File: config.mk
export PLATFORM = sky130hd
export DESIGN_NAME = lvds_check_result
export DESIGN_NICKNAME = d
export VERILOG_FILES = /design/src/rtl/lvds_check_pkg.sv /design/src/rtl/lvds_tick_sync.sv /design/src/rtl/lvds_check_result.sv
export SDC_FILE = /design/constraint.sdc
export NUM_CORES = 1
export LEC_CHECK = 0
export ABC_AREA = 1
export CAP_MARGIN = 20
export CORE_MARGIN = 2
export CORE_UTILIZATION = 62
export CTS_CLUSTER_SIZE = 40
export DETAILED_ROUTE_END_ITERATION = 16
export GPL_ROUTABILITY_DRIVEN = 0
export PLACE_DENSITY = 0.84
export SETUP_SLACK_MARGIN = 0.5
export SYNTH_ARGS = -nofsm -noshare
export SYNTH_HDL_FRONTEND = slang
export SYNTH_SLANG_ARGS = --single-unit
File: constraint.sdc
create_clock -name clk_100Mz -period 3.3 [get_ports clk_100Mz]
set_clock_uncertainty 0.1 [all_clocks]
set_input_delay 0.33 -clock clk_100Mz [delete_from_list [all_inputs] [get_ports clk_100Mz]]
set_output_delay 0.33 -clock clk_100Mz [all_outputs]
set_load 0.02 [all_outputs]
File: src/rtl/lvds_check_pkg.sv
// Shared types and status-byte layout for the LVDS ready-check block.
// The status byte is {fault, run_cnt[2:0], ch_ok[3:0]}.
package lvds_check_pkg;

    typedef enum logic [2:0] {
        IDLE     = 3'd0,
        SETTLE   = 3'd1,
        MEASURE  = 3'd2,
        EVALUATE = 3'd3,
        REPORT   = 3'd4
    } state_t;

    localparam int N_CH      = 4;
    localparam int FAULT_BIT = 7;
    localparam int RUN_LSB   = 4;
    localparam int OK_LSB    = 0;

    function automatic logic [7:0] pack_stat(input logic       fault,
                                             input logic [2:0] run,
                                             input logic [3:0] ok);
        logic [7:0] s;
        s                = 8'h00;
        s[FAULT_BIT]     = fault;
        s[RUN_LSB +: 3]  = run;
        s[OK_LSB +: 4]   = ok;
        return s;
    endfunction

endpackage

File: src/rtl/lvds_tick_sync.sv
// Brings the free-running 1 MHz clock into the system domain as data and
// emits a registered one-cycle tick 2-3 cycles after each of its rising edges.
module lvds_tick_sync (
    input  logic clk,
    input  logic rst,
    input  logic slow_clk,
    output logic tick
);

    logic meta_r;
    logic sync_r;
    logic prev_r;
    logic tick_r;

    // Two-flop synchroniser followed by a registered rising-edge detect
    always_ff @(posedge clk or posedge rst) begin
        if (rst) begin
            meta_r <= 1'b0;
            sync_r <= 1'b0;
            prev_r <= 1'b0;
            tick_r <= 1'b0;
        end else begin
            meta_r <= slow_clk;
            sync_r <= meta_r;
            prev_r <= sync_r;
            tick_r <= sync_r & ~prev_r;
        end
    end

    assign tick = tick_r;

endmodule

File: src/rtl/lvds_check_result.sv
// Runs one commanded LVDS ready check: settle, count ready windows per channel,
// judge against PASS_MIN and hand one status byte over a valid/ready handshake.
module lvds_check_result
    import lvds_check_pkg::*;
#(
    parameter int N_CH         = lvds_check_pkg::N_CH,
    parameter int WIN_TICKS    = 16,
    parameter int N_WINDOWS    = 16,
    parameter int PASS_MIN     = 14,
    parameter int SETTLE_TICKS = 32
) (
    input  logic            clk_100Mz,
    input  logic            rst,
    input  logic            clk_1Mz,
    input  logic            start,
    input  logic [N_CH-1:0] ready_channel,
    output logic            busy,
    output logic            done,
    output logic [N_CH-1:0] ch_ok,
    output logic            fault,
    output logic            stat_valid,
    input  logic            stat_ready,
    output logic [7:0]      stat_data
);

    localparam int TMAX = (SETTLE_TICKS > WIN_TICKS) ? SETTLE_TICKS : WIN_TICKS;
    localparam int TW   = (TMAX > 1) ? $clog2(TMAX) : 1;
    localparam int WW   = (N_WINDOWS > 1) ? $clog2(N_WINDOWS) : 1;
    localparam int PW   = $clog2(N_WINDOWS + 1);

    if (PASS_MIN < 1 || PASS_MIN > N_WINDOWS || N_CH != 4) begin : g_param_check
        $fatal(1, "lvds_check_result: PASS_MIN must be 1..N_WINDOWS and N_CH must be 4");
    end

    state_t            state_r;
    state_t            next_state_s;
    logic              tick_s;
    logic [TW-1:0]     tick_cnt_r;
    logic [WW-1:0]     win_cnt_r;
    logic [PW-1:0]     pass_cnt_r [N_CH];
    logic [2:0]        run_cnt_r;
    logic              busy_r;
    logic              done_r;
    logic [N_CH-1:0]   ch_ok_r;
    logic              fault_r;
    logic              stat_valid_r;
    logic [7:0]        stat_data_r;
    logic [N_CH-1:0]   ok_next_s;
    logic              fault_next_s;
    logic              settle_end_s;
    logic              win_end_s;
    logic              last_win_s;
    logic              handshake_s;

    lvds_tick_sync u_tick_sync (
        .clk      (clk_100Mz),
        .rst      (rst),
        .slow_clk (clk_1Mz),
        .tick     (tick_s)
    );

    assign settle_end_s = tick_s && (tick_cnt_r == TW'(SETTLE_TICKS - 1));
    assign win_end_s    = tick_s && (tick_cnt_r == TW'(WIN_TICKS - 1));
    assign last_win_s   = (win_cnt_r == WW'(N_WINDOWS - 1));
    assign handshake_s  = stat_valid_r && stat_ready;

    // Per-channel verdict from the accumulated window counts
    always_comb begin
        ok_next_s = {N_CH{1'b0}};
        for (int i = 0; i < N_CH; i++) begin
            ok_next_s[i] = (pass_cnt_r[i] >= PW'(PASS_MIN));
        end
        fault_next_s = ~&ok_next_s;
    end

    // State register
    always_ff @(posedge clk_100Mz or posedge rst) begin
        if (rst) begin
            state_r <= IDLE;
        end else begin
            state_r <= next_state_s;
        end
    end

    // Next-state decode; start is only honoured from IDLE
    always_comb begin
        next_state_s = state_r;
        case (state_r)
            IDLE: begin
                if (start) next_state_s = SETTLE;
                else       next_state_s = IDLE;
            end
            SETTLE: begin
                if (settle_end_s) next_state_s = MEASURE;
                else              next_state_s = SETTLE;
            end
            MEASURE: begin
                if (win_end_s && last_win_s) next_state_s = EVALUATE;
                else                         next_state_s = MEASURE;
            end
            EVALUATE: next_state_s = REPORT;
            REPORT: begin
                if (handshake_s) next_state_s = IDLE;
                else             next_state_s = REPORT;
            end
            default: next_state_s = IDLE;
        endcase
    end

    // Counters, verdict registers and the report handshake
    always_ff @(posedge clk_100Mz or posedge rst) begin
        if (rst) begin
            tick_cnt_r   <= '0;
            win_cnt_r    <= '0;
            for (int i = 0; i < N_CH; i++) pass_cnt_r[i] <= '0;
            run_cnt_r    <= 3'd0;
            busy_r       <= 1'b0;
            done_r       <= 1'b0;
            ch_ok_r      <= {N_CH{1'b0}};
            fault_r      <= 1'b0;
            stat_valid_r <= 1'b0;
            stat_data_r  <= 8'h00;
        end else begin
            done_r <= 1'b0;
            case (state_r)
                IDLE: begin
                    if (start) begin
                        tick_cnt_r <= '0;
                        win_cnt_r  <= '0;
                        for (int i = 0; i < N_CH; i++) pass_cnt_r[i] <= '0;
                        busy_r     <= 1'b1;
                    end
                end
                SETTLE: begin
                    if (settle_end_s)  tick_cnt_r <= '0;
                    else if (tick_s)   tick_cnt_r <= tick_cnt_r + TW'(1);
                end
                MEASURE: begin
                    // Only the window-closing tick samples ready_channel
                    if (win_end_s) begin
                        tick_cnt_r <= '0;
                        for (int i = 0; i < N_CH; i++) begin
                            if (ready_channel[i] && (pass_cnt_r[i] != PW'(N_WINDOWS))) begin
                                pass_cnt_r[i] <= pass_cnt_r[i] + PW'(1);
                            end
                        end
                        if (!last_win_s) win_cnt_r <= win_cnt_r + WW'(1);
                    end else if (tick_s) begin
                        tick_cnt_r <= tick_cnt_r + TW'(1);
                    end
                end
                EVALUATE: begin
                    ch_ok_r      <= ok_next_s;
                    fault_r      <= fault_next_s;
                    stat_data_r  <= pack_stat(fault_next_s, run_cnt_r, ok_next_s[3:0]);
                    stat_valid_r <= 1'b1;
                end
                REPORT: begin
                    if (handshake_s) begin
                        stat_valid_r <= 1'b0;
                        run_cnt_r    <= run_cnt_r + 3'd1;
                        done_r       <= 1'b1;
                        busy_r       <= 1'b0;
                    end
                end
                default: begin
                    busy_r       <= 1'b0;
                    stat_valid_r <= 1'b0;
                end
            endcase
        end
    end

    assign busy       = busy_r;
    assign done       = done_r;
    assign ch_ok      = ch_ok_r;
    assign fault      = fault_r;
    assign stat_valid = stat_valid_r;
    assign stat_data  = stat_data_r;

endmodule

### Word-level counts from Yosys, hierarchy flattened

Cells that the tools add are included.

* input port bits: 9
* output and inout bits: 16
* word-level logic and storage cells: 103
* bits in registers: 55

* $lt $le $gt $ge: 4
* reductions and logical operators: 24
* bitwise operators: 4
* mux-type cells: 27
* $add $sub $neg: 7
* eq/ne operators: 19

Operator list (number)
* two-way mux 20 bit: 2
* two-way mux 5 bit: 8
* one-hot mux 20 bit (2 select lines): 1
* adder 5 x 1 -> 5 bit, second input constant: 5
* AND reduction 4 bit: 6
* greater-or-equal comparator 5 x 4 -> 1 bit, second input constant: 4
* != test 5 bit, second input constant: 4
* != test 2 bit, second input constant: 8
* one-hot mux 3 bit (5 select lines): 1
* one-hot mux 5 bit (3 select lines): 1
* two-way mux 4 bit: 3
* logical AND 1 bit: 8
* one-hot mux 4 bit (2 select lines): 1
* equality test 3 x 2 -> 1 bit, second input constant: 2
* two-way mux 1 bit: 6
* one-hot mux 1 bit (3 select lines): 2
* AND reduction 2 bit: 3
* OR reduction 3 bit: 2
* equality test 5 x 4 -> 1 bit, second input constant: 1
* equality test 5 bit, second input constant: 1
* adder 4 x 1 -> 4 bit, second input constant: 1
* equality test 4 bit, second input constant: 1
* adder 3 x 1 -> 3 bit, second input constant: 1
* equality test 3 x 1 -> 1 bit, second input constant: 1
* 10 further kinds: 12

### Logic depth before layout (Yosys ltp)

Gate-level depths: netlist of the first run.

* depth in word-level cells: 5
* mapped depth: 11
* mapped depth without buffers: 11

### By module

Synthesis of the first run repeated with hierarchy kept, for this count alone.

* cells, all modules: 395
* area, all modules: 2959.1 µm²

Modules (own cells, without submodules)
* lvds_check_result: times used 1, sequential area each 1151.1 µm², cells each 388, area an instance 2845.2 µm²
* lvds_tick_sync: times used 1, sequential area each 100.1 µm², cells each 7, area an instance 113.9 µm²

### Least setup slack after synthesis of the first run

No wires, ideal clock.

* kind: reg-to-reg
* start: register tick_cnt_r[0]
* end: register win_cnt_r[0]
* data arrival time: 1.464 ns
* slack: 1.620 ns
* setup time: 0.117 ns
* cell stages (with the launch flop): 12
* period minus slack after synthesis: 1.680 ns
* cells stage by stage: dfrtp_1 > ha_1 > nand2_1 > nor2_1 > ha_1 > nand2_2 > nand4_1 > nand2_1 > inv_1 > nand2_1 > nand2_1 > nand2_1

* word-level cells in the longest chain between the ends: 4

RTL lines
* start: declaration: RTL line lvds_check_result.sv:38 `logic [TW-1:0] tick_cnt_r;`
* start signal: assignment: RTL line lvds_check_result.sv:136 `else if (tick_s) tick_cnt_r <= tick_cnt_r + TW'(1);`
* start signal: assignment: RTL line lvds_check_result.sv:149 `tick_cnt_r <= tick_cnt_r + TW'(1);`
* equality test 5 x 4 -> 1 bit: RTL line lvds_check_result.sv:63 `assign win_end_s = tick_s && (tick_cnt_r == TW'(WIN_TICKS - 1));`
* logical AND 1 bit: RTL line lvds_check_result.sv:63
* != test 2 bit (no source line)
* AND reduction 4 bit (no source line)
* end signal: assignment: RTL line lvds_check_result.sv:147 `if (!last_win_s) win_cnt_r <= win_cnt_r + WW'(1);`
* end: declaration: RTL line lvds_check_result.sv:39 `logic [WW-1:0] win_cnt_r;`

No other way between the ends.
A chain may end at the register's enable or synchronous reset.

### Worst setup path in the final report of the first run

* start: register tick_cnt_r[0]
* end: register pass_cnt_r[2] in the netlist's numbering

* word-level cells in the longest chain between the ends: 4

RTL lines
* equality test 5 x 4 -> 1 bit: RTL line lvds_check_result.sv:63
* logical AND 1 bit: RTL line lvds_check_result.sv:63
* != test 2 bit (no source line)
* AND reduction 4 bit (no source line)
* end signal: indexed assignment: RTL line lvds_check_result.sv:144 `pass_cnt_r[i] <= pass_cnt_r[i] + PW'(1);`
* end: declaration: RTL line lvds_check_result.sv:40 `logic [PW-1:0] pass_cnt_r [N_CH];`

No other way between the ends.

==> results.md, run 1 <==
- The maximum vdd drop is approximately 250 uV.
- The path class of the tightest hold or removal check is in -> async.
- The synthesized design spends more area on one cell type than any other, namely sky130_fd_sc_hd__dfrtp_1.
- Setup repair after global routing left no endpoint under its margin.
- Fill cells in the final layout number 338.
- The synthesized netlist devotes 7.16% of its cell area to adder and majority cells.
- A synthesized cell averages about 8.1 sq um.
- The overall die area is approximately 5400 sq um.
- Based on the critical path, the design can be clocked at up to 0.520 GHz.
- Dividing the detail-routed via count by the number of cells gives 5.45.
- The commonest cells after synthesis are sky130_fd_sc_hd__nand2_1 (101), sky130_fd_sc_hd__nand3_1 (56), sky130_fd_sc_hd__dfrtp_1 (50), sky130_fd_sc_hd__nor2_1 (44), sky130_fd_sc_hd__inv_1 (36).
- Summing the sequential cell areas from Yosys gives between 40% and 50% of the chip area.
- The final number of max-transition violations was 0.
- The compound-cell area share of the yosys netlist is 3.20%.
- For this block, the initial DRC count from the detailed router was ~130.
- By area, the combinational part of the netlist is dominated by simple AND/OR/NAND/NOR gates.
- For the pin with the worst max-slew slack, the measured transition is 0.406 ns.
- Clock latency on the worst-skew pair, taken at its later pin, is 0.31 ns.
- The gate count after technology mapping is 368.
- The I/O pin count is 25.
- The clock tree from TritonCTS is built.
- In this run the deepest clock path goes through 2 buffers.
- For this configuration, the core starts out at a cell density of a little under two thirds.
- The buffer type at the clock tree root is sky130_fd_sc_hd__clkbuf_8.
- Buffers inserted during clock tree synthesis total 5.
- Among all flip-flop cells after synthesis, the most frequent one is sky130_fd_sc_hd__dfrtp_1.
- In the global route stage, overall resource usage came out at 23.5%.
- By startpoint and endpoint, the worst setup path is classified as reg -> reg.
- The flow ran to the end, and the final reports show no timing, DRC or antenna violations.
- In the routed design, unresolved DRC markers number 0.
- The worst slew margin relative to its limit is 72.9%.
- The fraction of synthesized cell area taken by the top area cell type is a little over two fifths.
- The count of input and output buffers is 24.
- The simple logic cell fraction of the synthesized area is around 35%.
- Summing over every cut layer, the via total after detailed routing is about 2400.
- The count of flip-flops with a built-in enable after synthesis is 0.
- The final antenna-violating net count is 0.
- The total negative slack for setup checks is 0 ns.
- Global routing finished with a remaining overflow of 0.
- The number of global-route vias before repair is 2232.
- The minimum clock period after layout is 1.92 ns.
- The distinct cell type count of the synthesized netlist is 28.
- The instance area after placement is approximately 3200 sq um.
- The first detailed-routing pass ran for 5 iterations.
- The height of the die is 73.2 um.
- The area added between synthesis and finish is 13.2%.
- The design area is 3360 sq um.
- The arrival time at the worst endpoint is 2.07 ns.
- The net total in the final layout is slightly above 400.
- The netlist area before placement is 2970 sq um.
- The synthesized netlist devotes 4.42% of its cell area to XOR and XNOR gates.
- By area the synthesized netlist is led by sky130_fd_sc_hd__dfrtp_1 (42%), sky130_fd_sc_hd__nand2_1 (13%), sky130_fd_sc_hd__nand3_1 (9.4%).
- The max capacitance violation total is 0.
- The areal power density over the cells is between 400 and 500 nW/um^2.
- The antenna diode count is 0.
- In the synthesized netlist the async set-or-reset flop fraction comes to 100%.
- The number of resized instances in the post-cts repair step is 0.
- The Yosys warning count is 0.
- The share of synthesized area spent on multiplexers is 0%.
- The most frequently used cell type in the post-synthesis netlist is sky130_fd_sc_hd__nand2_1.
- Counting every net in the synthesized netlist gives 394.
- The required time of the critical path is 3.45 ns.
- The clock-pin slew on the worst setup and hold paths is 0.09 ns.
- The final hold violation count is 0.
- The post-route netlist has 8.21% of its cells at a drive strength greater than 1.
- The maximum number of pins on one net before global-route repair is 51.
- The first global-routing pass estimated 9.83 mm of wire.
- The kind of end point of the critical path is a flip-flop.
- In the final routed layout, each cell accounts on average for 12.9 um.
- The type of element launching the critical path is a flip-flop.
- For this design the static power due to leakage is 1.74 nW.
- Summed over all layers, the routed wires come to around 5.7 mm.
- The sink count of the clock tree is 50.
- The die boundary width is 73.2 um.
- The cts-stage hold buffer count is 0.
- In this run the worst path has a maximum fanout of 10.
- After synthesis the netlist holds a flip-flop and latch count of 50.
- The post-CTS setup buffer count is 0.
- The total number of placement rows is 25.
- Cells fill 72.1% of the core in the end.
- The core region is 4660 sq um.
- The H-tree was split into 2 levels.
- The number of antenna violations at the first check in global routing came to 0.
- Setup violations remaining at the end of the flow were counted as 0.
- The detailed placement HPWL is 4.02 mm.
- Dividing the final minimum period by the clock period gives 58.3%.
worst paths after layout:
check / endpoint / from / slack, ns / depth (start not counted)
worst max-delay path: pass_cnt_r[2]$_DFFE_PP0P_ / tick_cnt_r[0]$_DFFE_PP0P_ / 1.38 / 10
min in group clk_100Mz: u_tick_sync.sync_r$_DFF_PP0_ / u_tick_sync.meta_r$_DFF_PP0_ / 0.26 / 0
worst max register to register: pass_cnt_r[2]$_DFFE_PP0P_ / tick_cnt_r[0]$_DFFE_PP0P_ / 1.38 / 10
max in group asynchronous: pass_cnt_r[10]$_DFFE_PP0P_ / rst / 2.52 / 3
worst min-delay path: stat_valid$_DFFE_PP0P_ / rst / 0.12 / 2
worst min register to register: u_tick_sync.sync_r$_DFF_PP0_ / u_tick_sync.meta_r$_DFF_PP0_ / 0.26 / 0
report_power, final:
group          internal (mW)  switching, mW
logic                  0.148          0.212
clock network          0.323          0.209
registers              0.671         0.0544
routing by layer:
metal / routed length, um / vias up / GRT usage [%] / share of wire, %
met5: 0 / - / 0 / 0
met3: 185 / 13 / 4.28 / 3.2
met1: 2540 / 1156 / 29.8 / 44
li1: - / 1202 / - / -
met2: 2880 / 51 / 39.5 / 50
met4: 116 / 0 / 9.47 / 2.0
kinds of logic (layout without fill, tap and decap cells):
kind of cell             Yosys count  after routing
AO/OA/AOI/OAI                     13             13
buffers and inverters             50             72
XOR/XNOR                          15             15
flip-flops                        50             50
AND/OR/NAND/NOR                  223            223
adder cells (fa/ha/maj)           17             17
flip-flops by register name (all words and copies together), names as in the netlist:
register,flops
busy,1
ch_ok,3
done,1
fault,1
pass_cnt_r,20
run_cnt_r,3
stat_data,4
stat_valid,1
state_r,3
tick_cnt_r,5
u_tick_sync.meta_r,1
u_tick_sync.prev_r,1
u_tick_sync.sync_r,1
u_tick_sync.tick,1
win_cnt_r,4
critical path, stage by stage (launching register included):
cell	delay, ns
sky130_fd_sc_hd__dfrtp_1	0.41
sky130_fd_sc_hd__ha_1	0.18
sky130_fd_sc_hd__nand2_1	0.07
sky130_fd_sc_hd__nor2_1	0.14
sky130_fd_sc_hd__ha_1	0.19
sky130_fd_sc_hd__nand2_2	0.13
sky130_fd_sc_hd__nor2_8	0.29
sky130_fd_sc_hd__nand2_4	0.12
sky130_fd_sc_hd__nand2_4	0.09
sky130_fd_sc_hd__nand2_1	0.07
sky130_fd_sc_hd__nand2_1	0.06
final cells by class:
class | count | area, sq um | share of cell area (%)
well taps | 54 | 67.6 | 2.01
multi-input cells | 268 | 1490 | 44.3
repair buffers | 25 | 260 | 7.74
flip-flops and latches | 50 | 1250 | 37.2
clock buffers | 6 | 82.6 | 2.46
inverters | 39 | 149 | 4.43
clock inverters | 2 | 60.1 | 1.79
per-stage QoR:
stage | hold WS (ns) | setup WS, ns | cells | power [mW]
final | 0.116 | 1.38 | 444 | 1.62
after global routing | 0.125 | 1.18 | 444 | 1.70
after CTS | 0.267 | 1.38 | 443 | 1.62
after detailed placement | 0.243 | 1.41 | 435 | 1.09
after global placement | 0.241 | 1.47 | 435 | 1.08
after floorplan | 0.231 | 1.62 | 368 | 0.980
placed cells by master (no fill, tap or decap), drive strengths merged:
| cell | n |
|---|---|
| xnor2 | 4 |
| clkbuf | 6 |
| o21bai | 2 |
| clkdlybuf4s50 | 24 |
| nand4 | 6 |
| nand2 | 110 |
| a21oi | 2 |
| a31oi | 2 |
| buf | 1 |
| nand3 | 59 |
| nor2 | 46 |
| xor2 | 11 |
| nor3 | 2 |
| bufinv | 2 |
| ha | 17 |
| a21boi | 3 |
| dfrtp | 50 |
| inv | 39 |
| o21ai | 4 |
Power figures use the tool's default switching activity.
==> run 2, diff against run 1 <==
Settings changed: CORE_UTILIZATION 62 to 52, PLACE_DENSITY 0.84 to 0.75.
Clock period 3.3 ns to 1.54 ns, I/O delays scaled along.
==> results.md, run 2 (synthesized netlist as in run 1, its figures left out) <==
- The flow ran to the end, but the final reports show violations.
- The final reports fail on setup timing.
- The minimum clock period after layout came to 1.68 ns (-0.242 ns).
- The level count of the clock H-tree was 2 (unchanged).
- The overall die area is 6330 sq um (+18%).
- The global-route wire length before repair came to 11.3 mm (+15%).
- The required time of the critical path came to 1.68 ns (-1.77 ns).
- The total placed cells including tap cells is 474 (+9.0%).
- The cell-internal power is 2.46 mW (+110%).
- The number of buffers created by CTS is 5 (unchanged).
- The detailed placement HPWL was 4.29 mm (+6.9%).
- The area taken by multi-input logic gates came to 1740 sq um (+17%).
- The final antenna-violating net count is 0 (unchanged).
- The max capacitance violation total is 0 (unchanged).
- The clock tree from TritonCTS is built.
- The critical path's largest stage delay is 0.36 ns (-0.05 ns).
- The sequential cell area is 1260 sq um (+0.50%).
- The arrival time at the worst endpoint came to 1.82 ns (-0.25 ns).
- The cell that appears most often on the critical path is sky130_fd_sc_hd__nor2_4.
- The sink count of the clock tree is 50 (unchanged).
- The worst setup margin is -0.141 ns (-1.52 ns).
- The maximum number of pins on one net before global-route repair is 51 (unchanged).
- The worst slew margin relative to its limit is 80.6% (+7.7 points).
- The leakage power of the design was 2.05 nW (+18%).
- The share of power burned in registers is 42.8% (-2.1 points).
- The count of routing violations after the opening detailed-route iteration came to 142 (+6.0%).
- The final number of max-transition violations is 0 (unchanged).
- The largest individual stage delay along the critical path comes from the cell sky130_fd_sc_hd__dfrtp_1.
- The deepest clock path buffer count is 2 (unchanged).
- Setup repair after global routing could not meet its margin everywhere.
- The fraction of power consumed by the clock network is 25.8% (-7.1 points).
- The global-route usage over all layers was 22.9% (-0.61 points).
- The final-layout fill cell count was 369 (+9.2%).
- The clock-pin slew on the worst setup and hold paths came to 0.10 ns (about the same).
- The total congestion overflow came to 0 (unchanged).
- The net switching power of the design is 1.21 mW (+150%).
- The final hold violation count is 0 (unchanged).
- The cts-stage hold buffer count is 0 (unchanged).
- The areal power density over the cells is 903 nW/um^2 (+88%).
- The count of input and output buffers came to 24 (unchanged).
- The kind of end point of the critical path is a flip-flop.
- The fraction of layout cells with a size suffix above 1 is 36.5% (+28 points).
- The routed wire length was 7.65 mm (+34%).
- Traced cell by cell, the critical path runs through ha_2 > nand2_2 > nor2_4 > ha_4 > nand2_4 > buf_4 > nor2_4 > nand3_1 > nand2_1.
- The die boundary width came to 79.6 um (+8.7%).
- The area of the core region is 5510 sq um (+18%).
- The maximum vdd drop is 665 uV (+170%).
- The clock network latency to the later pin of the worst-skew pair is 0.31 ns (about the same).
- The worst hold-check path type is in -> async.
- The maximum operating frequency is 0.595 GHz (+14%).
- The area added between synthesis and finish is 36.7%.
- The iteration count of the initial detailed-routing pass was 4 (-1).
- The I/O pin count is 25 (unchanged).
- The number of remaining DRC errors was 0 (unchanged).
- In the layout the commonest cells are sky130_fd_sc_hd__nand2_1 (77), sky130_fd_sc_hd__dfrtp_1 (45), sky130_fd_sc_hd__nor2_1 (40), sky130_fd_sc_hd__nand3_1 (39), sky130_fd_sc_hd__buf_4 (35).
- The category of the critical setup timing path is reg -> reg.
- The mean number of vias per cell is 5.22 (-4.4%).
- The final critical-path share of the clock period came to 109% (+51 points).
- The biggest fanout along the worst timing path was 5 (-5).
- The total negative slack for setup checks was -3.17 ns (-3.17 ns).
- The total number of placement rows came to 27 (+8.0%).
- The antenna diode count is 0 (unchanged).
- The fraction of power consumed by combinational cells is 31.5% (+9.3 points).
- In the final layout, the registers with the most flip-flops are pass_cnt_r x20, tick_cnt_r x5.
- The library cell used most frequently in the layout, excluding fill and tap cells, is sky130_fd_sc_hd__nand2_1.
- The number of antenna violations at the first check in global routing is 0 (unchanged).
- The vias after detailed routing is 2660 (+9.8%).
- The initial core utilization was 53.9% (-9.8 points).
- The flip-flop count of the largest register, all copies and words added is 20 (unchanged).
- The number of global-route vias before repair is 2510 (+12%).
- The register with the most flip-flops is pass_cnt_r.
- The setup-violating endpoint count in the final report was 31 (+31).
- The final standard cell count with taps included and fillers excluded is 510 (+15%).
- The buffer type at the clock tree root is sky130_fd_sc_hd__clkbuf_8.
- The per-cell routed wire length is 15.0 um (+17%).
- STA classifies the critical path startpoint as a flip-flop.
- The net total in the final layout is 463 (+12%).
- The height of the die is 79.6 um (+8.7%).
- The switching part of the total power came to 33.0% (+3.6 points).
- The transition at the pin with the smallest max-transition slack came to 0.289 ns (-0.117 ns).
-- run 2: cell types whose count changed in the layout (fill, tap and decap cells not counted), sizes merged --
cell / before / now
clkdlybuf4s50: 24 / 8
nor2: 46 / 47
clkbuf: 6 / 5
inv: 39 / 38
bufinv: 2 / 1
clkinvlp: 0 / 3
buf: 1 / 64
-- run 2: final timing paths --
check / cells past startpoint / end / startpoint / slack, ns
min: 3 / pass_cnt_r[12]$_DFFE_PP0P_ / rst / 0.14
min in group clk_100Mz: 1 / u_tick_sync.meta_r$_DFF_PP0_ / clk_1Mz / 0.18
max in group asynchronous: 3 / pass_cnt_r[16]$_DFFE_PP0P_ / rst / 0.95
min reg2reg: 0 / u_tick_sync.sync_r$_DFF_PP0_ / u_tick_sync.meta_r$_DFF_PP0_ / 0.26
max reg2reg: 9 / pass_cnt_r[0]$_DFFE_PP0P_ / tick_cnt_r[1]$_DFFE_PP0P_ / -0.14
max: 9 / pass_cnt_r[0]$_DFFE_PP0P_ / tick_cnt_r[1]$_DFFE_PP0P_ / -0.14
-- run 2: area by class of cell --
| cell class | instances | area share [%] |
|---|---|---|
| multi-input cells | 269 | 43.0 |
| flip-flops and latches | 50 | 31.0 |
| repair buffers | 72 | 17.1 |
| inverters | 39 | 3.89 |
| well taps | 72 | 2.22 |
| clock buffers | 5 | 1.70 |
| clock inverters | 3 | 1.11 |
-- run 2: per-layer routing --
metal	up-vias	wire, um	track usage (%)
li1	1300	-	-
met1	1292	3130	27.2
met2	59	4160	42.3
met3	9	259	3.73
met4	0	106	6.72
met5	-	0	0
-- run 2: critical path, delay by kind of cell, from the launching register on --
family                     cells  cell delay, ns
DFF                            1            0.36
adders and majority gates      2            0.34
and+or+nand+nor                6            0.65
buffers and inverters          1            0.16
-- run 2: stage by stage --
| step | cell area (sq um) | total power, mW | hold WS, ns | worst slack [ns] | util [%] |
|---|---|---|---|---|---|
| floorplan | 2980 | 2.11 | 0.0854 | -0.0840 | - |
| global placement | 3420 | 2.43 | 0.235 | -0.127 | 62.1 |
| detailed placement | 3420 | 2.47 | 0.241 | -0.166 | 62.1 |
| CTS | 3810 | 3.55 | 0.146 | -0.124 | 69.2 |
| global route | 4060 | 3.83 | 0.166 | -0.231 | 73.7 |
| finish | 4060 | 3.66 | 0.144 | -0.141 | 73.7 |
-- run 2: power by group through the flow --
stage	clock network [mW]	registers, mW	logic [mW]
finish	0.944	1.57	1.15
global route	1.02	1.58	1.23
CTS	0.962	1.56	1.03
detailed placement	0	1.56	0.908
global placement	0	1.56	0.879
floorplan	0	1.62	0.492
-- run 2: what timing repair did --
item,CTS,global route
gates cloned,1,0
endpoints found under the setup margin,62,62
resized for setup,132,46
pin swaps,23,27
buffers inserted,14,13
